## config.mk

```make
export PLATFORM = sky130hd
export DESIGN_NAME = fib_producer
export DESIGN_NICKNAME = d
export VERILOG_FILES = /design/src/rtl/fib_producer.sv
export SDC_FILE = /design/constraint.sdc
export NUM_CORES = 1
export LEC_CHECK = 0
export ABC_AREA = 1
export BUFFER_PORTS_ARGS = -buffer_cell sky130_fd_sc_hd__clkbuf_2
export CAP_MARGIN = 20
export CORE_MARGIN = 3
export CORE_UTILIZATION = 59
export CTS_CLUSTER_SIZE = 8
export DETAILED_ROUTE_END_ITERATION = 10
export PLACE_DENSITY_LB_ADDON = 0.15
export SYNTH_ARGS = -nofsm -noshare
export SYNTH_HDL_FRONTEND = slang
export SYNTH_SLANG_ARGS = --single-unit
export TNS_END_PERCENT = 30
```

## constraint.sdc

```tcl
create_clock -name clk_1 -period 2.03 [get_ports clk_1]
set_input_delay 0.203 -clock clk_1 [delete_from_list [all_inputs] [get_ports clk_1]]
set_output_delay 0.203 -clock clk_1 [all_outputs]
set_load 0.005 [all_outputs]
```

## src/rtl/fib_producer.sv

```systemverilog
// Fibonacci term producer feeding a downstream buffer on clk_1.
// Each term is handed over only on an edge where the buffer is not full.
module fib_producer #(
  parameter int DATA_W    = 16,
  parameter int MAX_TERMS = 25,
  parameter int CNT_W     = 8
) (
  input  logic              clk_1,
  input  logic              rst,
  input  logic              start,
  input  logic              stop,
  input  logic              loop_en,
  input  logic              buffer_full,
  output logic [DATA_W-1:0] data_1,
  output logic              data_1_en,
  output logic              busy,
  output logic              done,
  output logic [CNT_W-1:0]  term_cnt
);

  typedef enum logic [1:0] {IDLE, RUN, DONE} state_t;

  state_t            state;
  // data_1 doubles as the "a" operand; b is the term that follows it.
  logic [DATA_W-1:0] b;
  logic              b_ovf;
  logic [DATA_W:0]   sum;
  logic [CNT_W-1:0]  cnt_inc;
  logic              last;

  assign data_1_en = (state == RUN) && !buffer_full;
  assign busy      = (state == RUN);
  assign sum       = {1'b0, data_1} + {1'b0, b};
  assign cnt_inc   = term_cnt + CNT_W'(1);
  // b_ovf marks b as unrepresentable, so the term in data_1 is the final one.
  assign last      = (cnt_inc == CNT_W'(MAX_TERMS)) || b_ovf;

  always_ff @(posedge clk_1) begin
    if (!rst) begin
      state    <= IDLE;
      data_1   <= '0;
      b        <= DATA_W'(1);
      b_ovf    <= 1'b0;
      term_cnt <= '0;
      done     <= 1'b0;
    end else begin
      done <= 1'b0;
      case (state)
        IDLE: begin
          if (start && !stop) begin
            state    <= RUN;
            data_1   <= '0;
            b        <= DATA_W'(1);
            b_ovf    <= 1'b0;
            term_cnt <= '0;
          end
        end
        RUN: begin
          if (stop) begin
            state <= IDLE;
            if (!buffer_full) term_cnt <= cnt_inc;
          end else if (!buffer_full) begin
            if (last) begin
              done <= 1'b1;
              if (loop_en) begin
                data_1   <= '0;
                b        <= DATA_W'(1);
                b_ovf    <= 1'b0;
                term_cnt <= '0;
              end else begin
                state    <= DONE;
                term_cnt <= cnt_inc;
              end
            end else begin
              term_cnt <= cnt_inc;
              data_1   <= b;
              b        <= sum[DATA_W-1:0];
              b_ovf    <= sum[DATA_W];
            end
          end
        end
        DONE: begin
          if (stop) begin
            state <= IDLE;
          end else if (start) begin
            state    <= RUN;
            data_1   <= '0;
            b        <= DATA_W'(1);
            b_ovf    <= 1'b0;
            term_cnt <= '0;
          end
        end
        default: state <= IDLE;
      endcase
    end
  end

endmodule

```

== Yosys cells after proc, flatten, opt, wreduce, memory -nomap -nowiden ==
Cells that the tools add are included.
Widths: inputs -> output; s select.
Cells by class
  add/sub/neg operators: 2
  equal/unequal tests: 13
  muxes and demuxes: 42
  bitwise gates (word level): 2
  reduce and logical (&&, ||, !) cells: 11
Operator list (count)
  $mux 16: 14
  $pmux 16 s3: 2
  $mux 8: 8
  $pmux 8 s3: 1
  $add 16x16->17: 1
  $mux 2: 7
  $ne 3x3->1 const B: 4
  $ne 2x2->1 const B: 5
  $reduce_and 5->1: 2
  $add 8x1->8 const B: 1
  $eq 8x5->1 const B: 1
  $mux 1: 8
  $reduce_and 7->1: 1
  $pmux 2 s3: 1
  $reduce_or 4->1: 1
  $ne 3x2->1 const B: 1
  $pmux 1 s3: 1
  $reduce_bool 3->1: 1
  $eq 2x1->1 const B: 1
  $eq 2x2->1 const B: 1
  $logic_and 1x1->1: 2
  $logic_not 1->1: 2
  $logic_not 2->1: 1
  $not 1->1: 2
  $logic_or 1x1->1: 1
Word-level totals
  bits in registers: 44
  output and inout bits: 27
  word-level logic and storage cells: 76

== Logic depth before layout (Yosys ltp) ==
  word-level depth: 7
  mapped depth: 14
  gate-level depth less buffers: 14

== Worst setup path before layout ==
Ideal clock, no wire load.
  path kind: register -> register
  start: register term_cnt[1]
  end: register data_1[7]
  arrival: 1.646 ns
  required time: 1.887 ns
  setup slack: 0.241 ns
  cell stages (with the launch flop): 15
  path buffers: 2
  period minus slack after synthesis: 1.789 ns
  path through: dfxtp_1 ha_1 inv_1 nand2_1 nand2_1 nor2_1 nand3_1 nor2_4 nand2_4 nand3_4 nor2_4 buf_6 buf_12 nand2_2 a21oi_2
Between the ends
  cells in the longest elaborated chain, start to end: 7
  elaborated cells between the ends (all ways): 9
RTL lines
  start, declared: RTL line 18  | output logic [CNT_W-1:0] term_cnt
  start signal, assigned: RTL line 61  | if (!buffer_full) term_cnt <= cnt_inc;
  start signal, assigned: RTL line 72  | term_cnt <= cnt_inc;
  start signal, assigned: RTL line 75  | term_cnt <= cnt_inc;
  $add 8x1->8 *: RTL line 34  | assign cnt_inc = term_cnt + CNT_W'(1);
  $eq 8x5->1 *: RTL line 36  | assign last = (cnt_inc == CNT_W'(MAX_TERMS)) || b_ovf;
  $logic_or 1x1->1 *: RTL line 36
  $mux 16: RTL line 63  | if (last) begin
  $mux 16: RTL line 62  | end else if (!buffer_full) begin
  $mux 16: RTL line 59  | if (stop) begin
  $pmux 16 s3: RTL line 48  | case (state)
  end signal, assigned: RTL line 52  | data_1 <= '0;
  end signal, assigned: RTL line 66  | data_1 <= '0;
  end signal, assigned: RTL line 76  | data_1 <= b;
  end, declared: RTL line 14  | output logic [DATA_W-1:0] data_1,
Mark *: on every way between the ends. The rest lies on a longest branch, timed or not. The select of a mux whose other input is x is not followed.
A chain may end at the register's enable or synchronous reset.

== Worst setup path after layout ==
  start: register b[3]
  end: register b[12]
Between the ends
  cells in the longest elaborated chain, start to end: 5
RTL lines
  start, declared: RTL line 25  | logic [DATA_W-1:0] b;
  start signal, assigned: RTL line 77  | b <= sum[DATA_W-1:0];
  $add 16x16->17: RTL line 33  | assign sum = {1'b0, data_1} + {1'b0, b};
  $mux 16: RTL line 63
  $mux 16: RTL line 62
  $mux 16: RTL line 59
  $pmux 16 s3: RTL line 48
Every way passes these cells. The select of a mux whose other input is x is not followed.

==> results.md <==
- Mean Syn Cell Area: about 7 µm²
- # diodes: 0
- DRT iter0 DRCs: 120
- Total die area: slightly below 0.006 mm²
- # fillers: just over 400
- R2r setup slk: between 0.1 and 0.15 ns
- Pre-antenna DRT Iters: 4
- Die height: about 77 µm
- Mapped Area: 0.00297 mm²
- Seq. cell area: 886 µm²
- Largest net degree at the start of global routing: 36
- Ports: 33
- Period utilization: between 90 and 100%
- Site Rows: 25
- WL final: between 6 and 7 mm
- CTS Buf Count: 5
- Post-route total power: around 1.7 mW
- Max-cap violation count: 0
- Tmin final: between 1.5 and 2 ns
- Tot GR Track Use: roughly 23%
- Root buffer cell: clkbuf_8
- Status: finished, final reports clean
- Critical path fanouts, max: 5
- Leak pwr: 1.53 nW
- Wire per inst: between 10 and 15 µm
- Num Clock Sinks: 44
- Mapped Cells: 418
- Synth Warn #: 0
- Nets: 480
- Synth cell types: 37
- Max VDD drop: 390 µV
- Starting Density: about three fifths
- Critical-path cell list: ha_1, a21oi_1, nand2_1, nand3_1, nand2_2, nand2_1, nand2_2, or2_2, nand3_1, a21oi_1
- CP endpoint kind: flop
- Setup Viol. Count Final: 0
- Data arrival, critical path: approximately 2.1 ns
- DP HPWL: 4.69 mm
- Final Hold Vio Count: 0
- Proportion of layout cells with a drive suffix above 1: about a quarter
- Later-pin clock latency in the skew report: around 0.3 ns
- Flops & latches, synth: 44
- Sequential fraction of the synthesis area: between 20 and 30%
- Most common cell after layout, fill and taps aside: nand2_1
- TNS Setup: 0 ns
- Max Fclk: roughly 0.53 GHz
- CTS tree: built
- Crit path max-delay family: simple AND/OR/NAND/NOR gates
- Slew HR: between 70 and 80%
- Vias in the first global route: roughly 2,700
- Post-Syn Nets: between 400 and 500
- Slew Limit Fails: 0
- Setup CP Type: flop to flop
- Clock Path Buffers: 2
- CP Launch Type: flop
- Final Skew: approximately 0.0076 ns
- Total gr overflow: 0
- Via-to-Cell Ratio: around 5.3
- Port Buffers: 32
- Commonest non-fill, non-tap cells in the layout: nand2_1 (110), inv_1 (54), dfxtp_1 (40), clkbuf_2 (32), nor2_1 (28)
- Residual DRC count: 0
- PwrDens: between 500 and 600 mW/mm²
- Slew @ Worst Pin: 0.342 ns
- Worst hold margin: roughly 0.11 ns
- Area Overhead vs Synth: 12.9%
- Final non-filler cell total: about 520
- Hold/Removal Path Class: primary input to flop
- # H-tree levels: 2
- Placer Congestion: between 0.8 and 0.9
- CP max-delay cell: ha_1
- Final ANT Viol Nets: 0
- Post-placement cell count: slightly above 500
- Vias: between 2,000 and 3,000
- Core area: about 0.0048 mm²
- Slowest cell delay on critical path: between 0.3 and 0.4 ns
- Multi-input gate area: roughly 0.0018 mm²
- Antenna violations before repair: 0
- Worst path buffer plus inverter count: 0
- Clock-pin transition on the worst setup and hold timing paths: ~0.09 ns
- Global-route wire length before repair: 11.4 mm
- Required @ worst endpoint: 2.23 ns
- Die extent in x: 76.9 µm
## worst paths after layout
path	start	end	cells after the start
worst max-delay path	b[3]$_SDFFE_PN0P_	b[12]$_SDFFE_PN0P_	10
worst min-delay path	stop	done$_SDFF_PP0_	2
worst max register to register	b[3]$_SDFFE_PN0P_	b[12]$_SDFFE_PN0P_	10
worst min register to register	data_1[0]$_SDFFE_PN0P_	data_1[0]$_SDFFE_PN0P_	2
## per-layer routing
metal  GRT usage (%)  up-vias  wire [µm]
met4            10.1        0        157
met3            4.46       19        308
met2            39.2       69       3160
met5               0        -          0
li1                -     1413          -
met1            28.1     1249       2850
## repair_timing
action                                  4_1_cts  5_1_grt
hold buffers                                  0        0
hold endpoints to repair                      0        0
endpoints found under the setup margin        0       22
resized for setup                             0        9
buffers inserted                              0        2
## cells by family after synthesis
kind of cell    Yosys count  share of synthesized area, %
compound gates           66                          15.1
simple gates            212                          33.8
fa+ha+maj                19                          8.27
buf+inv                  67                          10.2
flops                    44                          29.7
xor+xnor                 10                          2.95
## power by group
group / total (mW) / switching [mW] / internal, mW / leakage, nW
registers: 0.884 / 0.00963 / 0.875 / 0.357
clock network: 0.679 / 0.315 / 0.364 / 0.0541
logic: 0.168 / 0.110 / 0.0588 / 1.12
total: 1.73 / 0.434 / 1.30 / 1.53
## metrics by stage
step	util, %	instance area (µm²)	setup slack [ns]
detailed placement	67.0	3200	0.0812
finish	70.0	3350	0.143
global placement	67.0	3200	0.161
CTS	69.3	3320	0.0674
floorplan	-	2970	0.241
global route	70.0	3350	-0.0433
## synth_stat cells
library cell  instances  share of area, %
a21oi_1              24               4.0
buf_8                 1              0.51
nand3_1              26               4.4
xor2_1                8               2.4
o21ai_0               7               1.2
ha_1                 18               7.6
nand3_2               2              0.67
a21oi_2              26               7.7
inv_1                54               6.8
o21bai_1              2              0.51
nand4_1               5               1.1
nor3_1                2              0.34
xnor2_1               2              0.59
nor2_4                3               1.1
inv_2                 3              0.38
dfxtp_1              44                30
nand2_1             112                14
o21ai_1               2              0.34
nor2_2                2              0.42
clkbuf_1              4              0.51
o221ai_1              1              0.30
buf_12                1              0.67
or2_2                 1              0.21
nand2_2              21               4.4
nor2_8                1              0.67
nor2_1               28               3.5
fa_1                  1              0.67
nand3b_1              4               1.0
a31oi_1               1              0.21
buf_6                 3               1.1
a21o_1                1              0.25
nor4_1                2              0.42
o21a_1                1              0.25
nand2_4               2              0.76
o21ai_2               1              0.30
buf_2                 1              0.17
nand3_4               1              0.59
## layout make-up
type,instances,share of cell area (%)
multi-input combinational,307,53.5
sequential,44,26.4
timing repair buffer,40,7.81
inverter,57,6.39
tap,67,2.50
clock buffer,5,2.05
clock inverter,3,1.27
## worst reg2reg max path: cells and delay by family, from the launching register on
family	cells	cell delay (ns)
adders and majority gates	1	0.37
and+or+nand+nor	7	0.78
DFF	1	0.34
AOI/OAI and AO/OA	2	0.31
## flip-flops by register name (all words and copies together) (netlist names)
signal	flops
b	16
done	1
term_cnt	8
data_1	16
state	2
b_ovf	1
(Power assumes the default switching activity.)
